### config.mk
export PLATFORM = sky130hd
export DESIGN_NAME = irq_controller_slave
export DESIGN_NICKNAME = d
export VERILOG_FILES = /design/src/rtl/irq_pkg.sv /design/src/rtl/irq_priority_encoder.sv /design/src/rtl/irq_controller_slave.sv
export SDC_FILE = /design/constraint.sdc
export NUM_CORES = 1
export LEC_CHECK = 0
export ABC_AREA = 1
export CAP_MARGIN = 20
export CORE_MARGIN = 2
export CORE_UTILIZATION = 44
export CTS_CLUSTER_SIZE = 12
export DETAILED_ROUTE_END_ITERATION = 7
export PLACE_DENSITY_LB_ADDON = 0.05
export SLEW_MARGIN = 20
export SYNTH_ARGS = -nofsm -noshare
export SYNTH_HDL_FRONTEND = slang
export SYNTH_SLANG_ARGS = --single-unit
### constraint.sdc
create_clock -name i_Clk -period 2.8 [get_ports i_Clk]
set_clock_uncertainty 0.2 [all_clocks]
set_input_delay 0.28 -clock i_Clk [delete_from_list [all_inputs] [get_ports i_Clk]]
set_output_delay 0.28 -clock i_Clk [all_outputs]
set_load 0.02 [all_outputs]
### src/rtl/irq_pkg.sv
// Shared definitions for the interrupt controller: register map, FSM encoding
// and ID widths.
package irq_pkg;

    localparam int IRQ_ID_W        = 5;
    localparam int IRQ_MAX_SOURCES = 32;

    localparam logic [31:0] IRQ_REG_CTRL    = 32'd0;
    localparam logic [31:0] IRQ_REG_ENABLE  = 32'd1;
    localparam logic [31:0] IRQ_REG_PENDING = 32'd2;
    localparam logic [31:0] IRQ_REG_TRIGGER = 32'd3;
    localparam logic [31:0] IRQ_REG_STATUS  = 32'd4;
    localparam logic [31:0] IRQ_REG_EOI     = 32'd5;
    localparam logic [31:0] IRQ_REG_SWSET   = 32'd6;

    typedef enum logic [1:0] {
        IRQ_ST_IDLE       = 2'd0,
        IRQ_ST_ASSERT     = 2'd1,
        IRQ_ST_IN_SERVICE = 2'd2
    } irq_state_e;

    // True when the register index maps onto an implemented register.
    function automatic logic reg_in_range(input logic [31:0] idx);
        return (idx <= IRQ_REG_SWSET);
    endfunction

endpackage

### src/rtl/irq_priority_encoder.sv
// Combinational lowest-set-bit finder: index 0 has the highest priority.
module irq_priority_encoder
    import irq_pkg::*;
#(
    parameter int W = 8
) (
    input  logic [W-1:0]        vec,
    output logic                valid,
    output logic [IRQ_ID_W-1:0] idx
);

    // Scan from the top down so the lowest set bit is the last one written.
    always_comb begin
        valid = |vec;
        idx   = {IRQ_ID_W{1'b0}};
        for (int i = W - 1; i >= 0; i--) begin
            idx = vec[i] ? IRQ_ID_W'(i) : idx;
        end
    end

endmodule

### src/rtl/irq_controller_slave.sv
// Memory-mapped interrupt controller: latches peripheral interrupt lines as
// pending bits, arbitrates by fixed priority and hands one request to the core.
module irq_controller_slave
    import irq_pkg::*;
#(
    parameter int NUM_SOURCES = 8
) (
    input  logic                   i_Clk,
    input  logic                   i_Rst,
    input  logic                   i_WEnable,
    input  logic [31:0]            i_WAddr,
    input  logic [31:0]            i_WData,
    input  logic                   i_REnable,
    input  logic [31:0]            i_RAddr,
    output logic [31:0]            o_RData,
    output logic                   o_Err,
    input  logic [NUM_SOURCES-1:0] i_IrqSrc,
    input  logic                   i_IrqAck,
    output logic                   o_Irq,
    output logic [IRQ_ID_W-1:0]    o_IrqId
);

    localparam int N = NUM_SOURCES;

    logic                gie_r;
    logic [N-1:0]        enable_r;
    logic [N-1:0]        pending_r;
    logic [N-1:0]        trigger_r;
    logic [N-1:0]        prev_r;
    irq_state_e          state_r;
    irq_state_e          state_nxt_s;
    logic [IRQ_ID_W-1:0] irq_id_r;
    logic                irq_r;
    logic [31:0]         rdata_r;
    logic                err_r;

    logic [N-1:0]        wdata_s;
    logic                wr_ok_s;
    logic                wr_ctrl_s;
    logic                wr_enable_s;
    logic                wr_pending_s;
    logic                wr_trigger_s;
    logic                wr_eoi_s;
    logic                wr_swset_s;
    logic [31:0]         rd_mux_s;

    logic [N-1:0]        hw_set_s;
    logic [N-1:0]        sw_set_s;
    logic [N-1:0]        w1c_s;
    logic [N-1:0]        id_onehot_s;
    logic                ack_take_s;
    logic [N-1:0]        ack_clr_s;
    logic [N-1:0]        pending_nxt_s;
    logic [N-1:0]        eligible_s;
    logic                id_eligible_s;
    logic                win_valid_s;
    logic [IRQ_ID_W-1:0] win_idx_s;
    logic                id_load_s;

    // Upper write-data bits beyond the source count carry no meaning.
    if (N < 32) begin : g_unused_wdata
        logic unused_wdata_s;
        assign unused_wdata_s = ^i_WData[31:N];
    end

    assign wdata_s      = i_WData[N-1:0];
    assign wr_ok_s      = i_WEnable && reg_in_range(i_WAddr) && (i_WAddr != IRQ_REG_STATUS);
    assign wr_ctrl_s    = wr_ok_s && (i_WAddr == IRQ_REG_CTRL);
    assign wr_enable_s  = wr_ok_s && (i_WAddr == IRQ_REG_ENABLE);
    assign wr_pending_s = wr_ok_s && (i_WAddr == IRQ_REG_PENDING);
    assign wr_trigger_s = wr_ok_s && (i_WAddr == IRQ_REG_TRIGGER);
    assign wr_eoi_s     = wr_ok_s && (i_WAddr == IRQ_REG_EOI);
    assign wr_swset_s   = wr_ok_s && (i_WAddr == IRQ_REG_SWSET);

    // Read mux over the register map; write-only registers read as zero.
    always_comb begin
        rd_mux_s = 32'd0;
        case (i_RAddr)
            IRQ_REG_CTRL:    rd_mux_s = {31'd0, gie_r};
            IRQ_REG_ENABLE:  rd_mux_s = 32'(enable_r);
            IRQ_REG_PENDING: rd_mux_s = 32'(pending_r);
            IRQ_REG_TRIGGER: rd_mux_s = 32'(trigger_r);
            IRQ_REG_STATUS:  rd_mux_s = {25'd0, state_r, irq_id_r};
            default:         rd_mux_s = 32'd0;
        endcase
    end

    // Bus response: write wins over read, an error leaves read data untouched.
    always_ff @(posedge i_Clk) begin
        if (i_Rst) begin
            rdata_r <= 32'd0;
            err_r   <= 1'b0;
        end else if (i_WEnable) begin
            err_r <= !wr_ok_s;
        end else if (i_REnable) begin
            if (reg_in_range(i_RAddr)) begin
                rdata_r <= rd_mux_s;
                err_r   <= 1'b0;
            end else begin
                err_r <= 1'b1;
            end
        end
    end

    // Software-visible configuration registers.
    always_ff @(posedge i_Clk) begin
        if (i_Rst) begin
            gie_r     <= 1'b0;
            enable_r  <= {N{1'b0}};
            trigger_r <= {N{1'b0}};
        end else begin
            if (wr_ctrl_s)    gie_r     <= i_WData[0];
            if (wr_enable_s)  enable_r  <= wdata_s;
            if (wr_trigger_s) trigger_r <= wdata_s;
        end
    end

    // One-hot view of the presented ID, used for the ack clear and the
    // still-eligible check.
    always_comb begin
        id_onehot_s = {N{1'b0}};
        for (int i = 0; i < N; i++) begin
            id_onehot_s[i] = (irq_id_r == IRQ_ID_W'(i));
        end
    end

    // Set sources win over clears on the same bit, so a level line that is
    // still high when acknowledged re-pends immediately.
    always_comb begin
        hw_set_s      = (i_IrqSrc & ~prev_r & trigger_r) | (i_IrqSrc & ~trigger_r);
        sw_set_s      = wr_swset_s ? wdata_s : {N{1'b0}};
        w1c_s         = wr_pending_s ? wdata_s : {N{1'b0}};
        ack_take_s    = (state_r == IRQ_ST_ASSERT) && i_IrqAck;
        ack_clr_s     = ack_take_s ? id_onehot_s : {N{1'b0}};
        pending_nxt_s = (pending_r & ~(w1c_s | ack_clr_s)) | hw_set_s | sw_set_s;
    end

    // Edge-detect history and pending latch; history reloads on reset so the
    // first cycle after reset sees no phantom edge.
    always_ff @(posedge i_Clk) begin
        if (i_Rst) begin
            prev_r    <= i_IrqSrc;
            pending_r <= {N{1'b0}};
        end else begin
            prev_r    <= i_IrqSrc;
            pending_r <= pending_nxt_s;
        end
    end

    assign eligible_s    = pending_r & enable_r;
    assign id_eligible_s = |(eligible_s & id_onehot_s);

    irq_priority_encoder #(
        .W (N)
    ) u_prio (
        .vec   (eligible_s),
        .valid (win_valid_s),
        .idx   (win_idx_s)
    );

    // Request/acknowledge/end-of-interrupt sequencing; no preemption while
    // a source is in service.
    always_comb begin
        state_nxt_s = state_r;
        id_load_s   = 1'b0;
        case (state_r)
            IRQ_ST_IDLE: begin
                if (gie_r && win_valid_s) begin
                    state_nxt_s = IRQ_ST_ASSERT;
                    id_load_s   = 1'b1;
                end else begin
                    state_nxt_s = IRQ_ST_IDLE;
                end
            end
            IRQ_ST_ASSERT: begin
                if (i_IrqAck) begin
                    state_nxt_s = IRQ_ST_IN_SERVICE;
                end else if (!gie_r || !id_eligible_s) begin
                    state_nxt_s = IRQ_ST_IDLE;
                end else begin
                    state_nxt_s = IRQ_ST_ASSERT;
                end
            end
            IRQ_ST_IN_SERVICE: begin
                if (wr_eoi_s) begin
                    state_nxt_s = IRQ_ST_IDLE;
                end else begin
                    state_nxt_s = IRQ_ST_IN_SERVICE;
                end
            end
            default: begin
                state_nxt_s = IRQ_ST_IDLE;
            end
        endcase
    end

    // FSM state, registered request line and latched source ID.
    always_ff @(posedge i_Clk) begin
        if (i_Rst) begin
            state_r  <= IRQ_ST_IDLE;
            irq_r    <= 1'b0;
            irq_id_r <= {IRQ_ID_W{1'b0}};
        end else begin
            state_r <= state_nxt_s;
            irq_r   <= (state_nxt_s == IRQ_ST_ASSERT);
            if (id_load_s) irq_id_r <= win_idx_s;
        end
    end

    assign o_RData = rdata_r;
    assign o_Err   = err_r;
    assign o_Irq   = irq_r;
    assign o_IrqId = irq_id_r;

endmodule
==> results of run 1 <==
-- flip-flops by register name, summed over array words and instances, names as in the netlist --
signal,cells
o_Err,1
o_IrqId,3
pending_r,8
o_Irq,1
trigger_r,8
prev_r,8
state_r,2
o_RData,8
gie_r,1
enable_r,8
-- layer usage --
metal,vias up,part of all wire,track usage,wire length (um)
met2,102,0.46,0.374,3680
met1,1400,0.45,0.284,3590
met4,0,0.0048,0.0534,38
met3,4,0.083,0.0404,661
li1,1669,-,-,-
met5,-,0,0,0
-- cell type report --
class	count	area, um^2
sequential	48	961
clock inverter	2	60.1
clock buffer	5	68.8
tap	77	96.3
inverter	43	161
multi-input combinational	359	1680
timing repair buffer	102	1010
fill	593	2390
-- logic make-up after synthesis --
group,Yosys count,synth area share
simple gates,250,0.372
other cells,1,0.00127
buf+inv,79,0.139
compound gates,83,0.162
flops,48,0.325
-- placed cells by master (no fill, tap or decap) --
cell type,count
a211oi_1,1
nand3_1,51
nand3b_1,2
o21ai_2,2
nand4_1,11
a21oi_1,36
o21ai_1,1
nor2_1,85
buf_4,5
nor2_2,1
clkbuf_8,5
nor4_1,4
a21oi_2,3
a221oi_1,1
conb_1,26
nand3_2,1
o41ai_1,2
inv_1,39
clkinv_1,1
nor2_8,1
a21boi_0,4
inv_2,3
nor2b_1,1
dfxtp_1,48
nand2_2,1
o211ai_1,1
o21ai_0,24
nor2_4,2
nand2_1,84
o2111ai_1,1
nor3_1,6
o21bai_1,4
o31ai_1,1
bufinv_16,2
o22ai_1,2
clkdlybuf4s50_1,97
-- worst max-delay path, stage by stage --
cell and delay, ns:
clkdlybuf4s50_1 0.54, inv_2 0.10, nor2_4 0.15, nand3b_1 0.14
a21oi_2 0.24, nand3_2 0.31, o21ai_0 0.26, a21oi_1 0.07
-- stage by stage --
stage	cells	area (um^2)
final	636	4030
after global routing	636	4030
after CTS	636	4030
after detailed placement	629	3900
after global placement	629	3900
after floorplan	486	3050
-- power breakdown --
| part | switching (mW) | internal [mW] | total (mW) |
|---|---|---|---|
| logic | 0.107 | 0.131 | 0.238 |
| clock network | 0.228 | 0.352 | 0.580 |
| registers | 0.00800 | 0.697 | 0.705 |
| total | 0.343 | 1.18 | 1.52 |
-- final timing paths --
kind	to	slack, ns	cells after the start
setup / recovery	enable_r[5]	0.69	8
hold / removal	prev_r[0]	0.24	1
setup reg to reg	o_Irq	0.99	8
hold reg to reg	enable_r[0]	0.27	2
==> results.md, run 1 <==
- Outcome: completed
- Die W: 85.9 um
- Vias in the first global route: 2929
- 1st-pass router iterations: 5
- Critical path required time: 2.78 ns
- Worst Slack Setup Final: 0.690 ns
- Initial Util: 0.460
- RSZ-0062 raised after global routing: false
- Rel. slew slack: 0.651
- CTS Buf Count: 5
- Synth area leader: dfxtp_1
- Initial antenna violation count: 0
- Routed len/inst: 12.5 um
- Gr ovfl total: 0
- Seq/Total Area, Yosys: 0.325
- Min-Delay Startpoint: i_IrqSrc[0]
- Detailed placement HPWL: 6.39 mm
- Final Hold Fails: 0
- Count leader, synth: nor2_1
- Final Slew Violations: 0
- Root Buffer Master: clkbuf_8
- Post-CTS setup buffers: 0
- Mapped Cells: 461
- Synth area leaders: dfxtp_1 33%, nor2_1 11%, nand2_1 11%
- Tmin final: 2.11 ns
- Mean Syn Cell Area: 6.41 um^2
- Critical Path Start: i_WAddr[1]
- Gr usage total: 0.219
- Maximum VDD drop: 0.000217 V
- Vias: 3175
- Main flop type after synthesis: dfxtp_1
- DR iter-0 viols: 142
- Drt drc: 0
- Critical path class: in2reg
- Overall Power: 1.52 mW
- PortBufs: 97
- Share of layout cells above drive strength 1: 0.0465
- Top Ports: 148
- Mapped cell area: 2950 um^2
- Synthesis-stage register bit count: 48
- Rows: 29
- CP Capture Type: register
- Max Cap Viol: 0
- Top post-synthesis cells by count: 85 x nor2_1, 84 x nand2_1, 51 x nand3_1
- Max Clk Rate: 474 MHz
- Clock sink count: 48
- Total of warnings raised by yosys: 0
- Worst-margin pin slew: 0.524 ns
- Max FO, Critical Path: 16
- CTS Buffer Depth: 2
- Vias per inst: 4.99
- CP Launch Type: input port
- Hold buffer count at CTS: 0
- DIE AREA: 7380 um^2
- Synth-to-Final Area Change: 36.6%
- CTS tree: done
- Setup TNS: 0 ns
- Setup WS pre-CTS: 0.418 ns
- Final ANT Viol Nets: 0
- Die Span Y: 85.9 um
- Post_cts resized: 0
- Skew-Pair Late Insertion Delay: 0.30 ns
- Final core area utilization: 0.628
- Crit Reg-Reg Startpoint: o_IrqId[0]
- Top cell type's share of synthesized area: 0.325
- Nets: 668
- Final setup fails: 0
- Post-synth EDFFs: 0
- Reg clk slew, reported paths: 0.09 ns
- Fin crit share: 0.754
- First-pass GRT wire length: 13.2 mm
- Total wire length: 7.97 mm
- Asr flop ratio synth: 0
- Final GP Congestion: 0.966
- H-tree levels: 2
- Power Dens Cells: 378 nW/um^2
- Leak: 1.64 nW
- N_diodes: 0
- Worst EP arrival: 2.09 ns
- Largest net degree at the start of global routing: 26
- Minimum hold slack: 0.238 ns
- Class of the worst hold path: in2reg
- Core Footprint: 6420 um^2
- Netlist cell types: 36
No activity file was read; power rests on OpenSTA's default activity.
==> run 2, diff against run 1 <==
CORE_UTILIZATION = 37   (was 44)
clock period = 1.8 ns   (was 2.8 ns; I/O delays follow)
==> run 2 against run 1 <==
Effect of this change: final area increased by 14%; total power rose by 52%; register-to-register slack got worse by 0.74 ns; count of clock-buffer cells in the layout is the same; global-route usage decreased by 1.5 points; via count increased by 8.1%; clock power up 39%; critical path type is now reg2out; critical endpoint is now o_IrqId[0]; highest routed layer unchanged.
==> results.md, run 2 (synthesis results as in run 1) <==
- Outcome: completed (unchanged)
- 1st-pass router iterations: 4 (was 5)
- Final GP Congestion: 0.928 (was 0.966)
- Top Ports: 148 (unchanged)
- Initial Util: 0.382 (was 0.460)
- Final ANT Viol Nets: 0 (unchanged)
- Share of layout cells above drive strength 1: 0.177 (was 0.0465)
- Final Hold Fails: 0 (unchanged)
- Initial antenna violation count: 0 (unchanged)
- Reg clk slew, reported paths: 0.09 ns (about the same)
- Max Clk Rate: 581 MHz
- Vias in the first global route: 3145 (was 2929)
- H-tree levels: 2 (unchanged)
- Root Buffer Master: clkbuf_8 (unchanged)
- Maximum VDD drop: 0.000296 V (was 0.000217 V)
- Worst reg-to-reg setup slack: 0.25 ns (was 0.99 ns)
- CTS Buffer Depth: 2 (unchanged)
- PortBufs: 97 (unchanged)
- DR iter-0 viols: 148 (was 142)
- Slowest CP cell: clkdlybuf4s50_1 (unchanged)
- Overall Power: 2.32 mW (was 1.52 mW)
- Critical Path Start: o_IrqId[0] (was i_WAddr[1])
- Clock sink count: 48 (unchanged)
- Final Slew Violations: 0 (unchanged)
- CTS tree: done (unchanged)
- Detailed placement HPWL: 7.25 mm (was 6.39 mm)
- Critical path class: reg2out (was in2reg)
- Setup TNS: 0 ns (unchanged)
- Power Dens Cells: 503 nW/um^2 (was 378 nW/um^2)
- Nets: 723 (was 668)
- Family with the most delay on the worst path: buffers and inverters (unchanged)
- Drt drc: 0 (unchanged)
- Total wire length: 9.15 mm (was 7.97 mm)
- Tmin final: 1.72 ns
- Min-Delay Startpoint: i_IrqSrc[5] (was i_IrqSrc[0])
- Commonest non-fill, non-tap cell in the layout: clkdlybuf4s50_1 (unchanged)
- Leak: 2.03 nW (was 1.64 nW)
- Worst EP arrival: 1.34 ns (was 2.09 ns)
- Routed len/inst: 12.8 um (was 12.5 um)
- DIE AREA: 8710 um^2 (was 7380 um^2)
- Crit-path cells: clkdlybuf4s50_1 (was clkdlybuf4s50_1 -> inv_2 -> nor2_4 -> nand3b_1 -> a21oi_2 -> nand3_2 -> o21ai_0 -> a21oi_1)
- Crit Reg-Reg Startpoint: o_IrqId[1] (was o_IrqId[0])
- Hold buffer count at CTS: 0 (unchanged)
- Class of the worst hold path: in2reg (unchanged)
- Max FO, Critical Path: 4 (was 16)
- Final setup fails: 0 (unchanged)
- Skew-Pair Late Insertion Delay: 0.32 ns (was 0.30 ns)
- CP max stage delay: 0.63 ns (was 0.54 ns)
- Gr usage total: 0.203 (was 0.219)
- CTS Buf Count: 5 (unchanged)
- CP Capture Type: primary output (was register)
- Fin crit share: 0.956
- Max Cap Viol: 0 (unchanged)
- CP Launch Type: register (was input port)
- Die Span Y: 93.3 um (was 85.9 um)
- Leading cell types in the layout, fill and taps excluded: 84 x clkdlybuf4s50_1, 81 x nand2_1, 75 x nor2_1, 56 x buf_4, 48 x dfxtp_1 (was 97 x clkdlybuf4s50_1, 85 x nor2_1, 84 x nand2_1, 51 x nand3_1, 48 x dfxtp_1)
- Vias per inst: 4.79 (was 4.99)
- Vias: 3432 (was 3175)
- Critical path required time: 1.42 ns (was 2.78 ns)
- Die W: 93.3 um (was 85.9 um)
- Gr ovfl total: 0 (unchanged)
- Core Footprint: 7730 um^2 (was 6420 um^2)
- CP Buf/Inv Count: 1 (was 2)
- N_diodes: 0 (unchanged)
- Synth-to-Final Area Change: 56.4% (was 36.6%)
- First-pass GRT wire length: 14.3 mm (was 13.2 mm)
- Rows: 32 (was 29)
- Largest net degree at the start of global routing: 23 (was 26)
## run 2: cell types whose count changed in the layout (fill, tap and decap cells not counted), moves of 4 or more
cell,before,now
buf_4,5,56
clkdlybuf4s50_1,97,84
dlymetal6s2s_1,0,13
nand3_1,51,47
nor2_1,85,75
nor2_2,1,10
o21ai_0,24,18
o21ai_1,1,5
## run 2: timing repair
| action | 4_1_cts | 5_1_grt |
|---|---|---|
| setup buffers | 0 | 3 |
| pin swaps | 0 | 15 |
| setup endpoints to repair | 4 | 36 |
| resized for setup | 2 | 50 |
| gates cloned | 0 | 1 |
## run 2: final cells by class
class,count,area [um^2]
Clock buffer,5,68.8
Fill cell,738,3110
Sequential cell,48,961
Inverter,43,164
Tap cell,102,128
Clock inverter,3,46.3
Multi-Input combinational cell,360,1780
Timing Repair Buffer,156,1470
## run 2: per-stage QoR
stage                     setup WS, ns  hold slack, ns  area, um^2   util  std cells
after detailed placement        -0.348           0.254        4350  0.562        707
final                           0.0795           0.127        4620  0.597        717
after CTS                       0.0149           0.128        4470  0.578        715
after floorplan                 0.0927         0.00772        3050      -        486
after global placement          -0.304           0.251        4350  0.562        707
after global routing           -0.0105           0.131        4620  0.597        717
## run 2: power breakdown
part           total, mW  leakage [nW]  internal (mW)  switching (mW)
logic              0.419          1.58          0.234           0.185
registers           1.10         0.393           1.08          0.0128
clock network      0.805        0.0548          0.419           0.386
total               2.32          2.03           1.74           0.584
## run 2: worst paths after layout
kind / cells past startpoint / endpoint
worst max-delay path: 1 / o_IrqId[0]
worst min-delay path: 1 / prev_r[5]
worst max register to register: 7 / o_Irq
worst min register to register: 2 / o_RData[4]
## run 2: per-layer routing
metal | part of all wire | track usage
met1 | 0.45 | 0.270
met3 | 0.063 | 0.0322
met2 | 0.48 | 0.350
met5 | 0 | 0
met4 | 0.0071 | 0.0368
==> run 3, diff against run 2 <==
CORE_UTILIZATION = 38   (was 37)
SYNTH_HIERARCHICAL = 1   (was unset)
==> run 3 against run 2 <==
Effect of this change: final area up 7.2%; non-clock buffer count up 2; highest routed layer unchanged; sequential power up 4%; synthesized area up 8.4%; largest cell class unchanged; maximum frequency down 1.2%; synthesized cell count up 10%.
==> results.md, run 3 <==
- N_diodes: 0 (unchanged)
- Largest net degree at the start of global routing: 22 (was 23)
- Met2 wire length: 4.60 mm (was 4.39 mm)
- Detailed placement HPWL: 7.90 mm (was 7.25 mm)
- Count leader, synth: nand2_1 (was nor2_1)
- CTS Buffer Depth: 2 (unchanged)
- Synth area leaders: dfxtp_1 31%, nand2_1 10%, inv_1 9.3% (was dfxtp_1 33%, nor2_1 11%, nand2_1 11%)
- Die Span Y: 95.8 um (was 93.3 um)
- DR iter-0 viols: 185 (was 148)
- Leading cell types in the layout, fill and taps excluded: 83 x nand2_1, 77 x clkdlybuf4s50_1, 76 x inv_1, 63 x nor2_1, 51 x buf_4 (was 84 x clkdlybuf4s50_1, 81 x nand2_1, 75 x nor2_1, 56 x buf_4, 48 x dfxtp_1)
- Post-synth EDFFs: 0 (unchanged)
- Tmin final: 1.74 ns (was 1.72 ns)
- Asr flop ratio synth: 0 (unchanged)
- Synthesis-stage register bit count: 50 (was 48)
- Clock sink count: 50 (was 48)
- CP max stage delay: 0.63 ns (about the same)
- Commonest non-fill, non-tap cell in the layout: nand2_1 (was clkdlybuf4s50_1)
- Nets: 772 (was 723)
- CTS Buf Count: 5 (unchanged)
- Total wire length: 9.65 mm (was 9.15 mm)
- RSZ-0062 raised after global routing: true
- CTS tree: done (unchanged)
- Main flop type after synthesis: dfxtp_1 (unchanged)
- First-pass GRT wire length: 15.3 mm (was 14.3 mm)
- Routed len/inst: 12.5 um (was 12.8 um)
- Final GP Congestion: 0.966 (was 0.928)
- Mean Syn Cell Area: 6.30 um^2 (was 6.41 um^2)
- Final ANT Viol Nets: 0 (unchanged)
- Critical path required time: 1.42 ns (about the same)
- Die W: 95.8 um (was 93.3 um)
- Final core area utilization: 0.606 (was 0.597)
- Seq/Total Area, Yosys: 0.313 (was 0.325)
- Initial antenna violation count: 0 (unchanged)
- Rows: 33 (was 32)
- Skew-Pair Late Insertion Delay: 0.31 ns (was 0.32 ns)
- Outcome: completed (unchanged)
- Synth-to-Final Area Change: 54.6% (was 56.4%)
- Final Slew Violations: 0 (unchanged)
- Final Hold Fails: 0 (unchanged)
- Vias: 3585 (was 3432)
- Gr ovfl total: 0 (unchanged)
- Max layer used: met4 (unchanged)
- Synth area leader: dfxtp_1 (unchanged)
- Reg clk slew, reported paths: 0.09 ns (about the same)
- Max FO, Critical Path: 7 (was 4)
- Total of warnings raised by yosys: 6 (was 0)
- Fin crit share: 0.968 (was 0.956)
- Root Buffer Master: clkbuf_8 (unchanged)
- 1st-pass router iterations: 5 (was 4)
- Overall Power: 2.24 mW (was 2.32 mW)
- Setup TNS: 0 ns (unchanged)
- Initial Util: 0.392 (was 0.382)
- Routed met1 length: 4.40 mm (was 4.12 mm)
- Mapped Cells: 508 (was 461)
- Class of the worst hold path: in2reg (unchanged)
- Netlist cell types: 32 (was 36)
- Final setup fails: 0 (unchanged)
- Slowest CP cell: clkdlybuf4s50_1 (unchanged)
- Worst EP arrival: 1.36 ns (was 1.34 ns)
- PortBufs: 99 (was 97)
- Max Cap Viol: 0 (unchanged)
- Drt drc: 0 (unchanged)
- DR WL met3: 536 um (was 579 um)
- Vias in the first global route: 3395 (was 3145)
- Leak: 2.30 nW (was 2.03 nW)
- H-tree levels: 2 (unchanged)
- CP Capture Type: primary output (unchanged)
- Family with the most delay on the worst path: buffers and inverters (unchanged)
- Maximum VDD drop: 0.000396 V (was 0.000296 V)
- Core Footprint: 8180 um^2 (was 7730 um^2)
- Crit-path cells: clkdlybuf4s50_1 (unchanged)
- Critical path class: reg2out (unchanged)
- CP Launch Type: register (unchanged)
- Top Ports: 148 (unchanged)
- Power Dens Cells: 452 nW/um^2 (was 503 nW/um^2)
- Mapped cell area: 3200 um^2 (was 2950 um^2)
- Share of layout cells above drive strength 1: 0.193 (was 0.177)
- Vias per inst: 4.66 (was 4.79)
- DIE AREA: 9180 um^2 (was 8710 um^2)
- Gr usage total: 0.212 (was 0.203)
- Top cell type's share of synthesized area: 0.313 (was 0.325)
- CP Buf/Inv Count: 1 (unchanged)
- Fillcell total: 780 (was 738)
- Max Clk Rate: 574 MHz (was 581 MHz)
- Top post-synthesis cells by count: 89 x nand2_1, 79 x inv_1, 69 x nor2_1 (was 85 x nor2_1, 84 x nand2_1, 51 x nand3_1)
-- run 3: logic make-up (layout without fill, tap and decap cells) --
group                  Yosys count  after routing  synth area share
AO/OA/AOI/OAI                   92             92             0.162
buffers and inverters          117            249             0.172
flip-flops                      50             50             0.313
other                            2             26           0.00235
AND/OR/NAND/NOR                247            247             0.352
-- run 3: area by class of cell --
type / count / area (um^2) / area share
Clock buffer: 5 / 68.8 / 0.0139
Timing Repair Buffer: 158 / 1530 / 0.309
Clock inverter: 3 / 21.3 / 0.00430
Multi-Input combinational cell: 365 / 1880 / 0.380
Inverter: 83 / 312 / 0.0629
Tap cell: 105 / 131 / 0.0265
Sequential cell: 50 / 1010 / 0.203
-- run 3: repair_timing --
action / 4_1_cts / 5_1_grt
buffers inserted: 0 / 8
hold buffers: 0 / 0
cloned: 0 / 1
gates resized for setup: 1 / 71
setup endpoints to repair: 2 / 41
pin swaps: 1 / 24
hold endpoints to repair: 0 / 0
-- run 3: through the flow --
| step | std cells | hold slack (ns) | cell area (um^2) | setup WS [ns] |
|---|---|---|---|---|
| 5_1_grt | 769 | 0.122 | 4950 | -0.0329 |
| 2_1_floorplan | 532 | 0.00772 | 3290 | 0.131 |
| 4_1_cts | 760 | 0.126 | 4660 | 0.00444 |
| 6_report | 769 | 0.131 | 4950 | 0.0582 |
| 3_5_place_dp | 752 | 0.255 | 4560 | -0.320 |
| 3_3_place_gp | 752 | 0.254 | 4560 | -0.307 |
-- run 3: worst paths after layout --
path	end	cells past startpoint	slack, ns	startpoint
setup reg to reg	o_IrqId[2]	9	0.09	enable_r[7]
hold reg to reg	o_RData[1]	2	0.27	o_RData[1]
hold / removal	prev_r[3]	1	0.13	i_IrqSrc[3]
setup / recovery	o_IrqId[0]	1	0.06	o_IrqId[0]
-- run 3: routing by layer --
layer	track usage	vias to the layer above
li1	-	1893
met1	0.266	1558
met2	0.375	123
met3	0.0368	11
met4	0.0583	0
met5	0	-
-- run 3: power by group --
part | switching, mW | total, mW | internal, mW
Clock | 0.389 | 0.663 | 0.274
Sequential | 0.0115 | 1.14 | 1.13
Combinational | 0.202 | 0.432 | 0.231
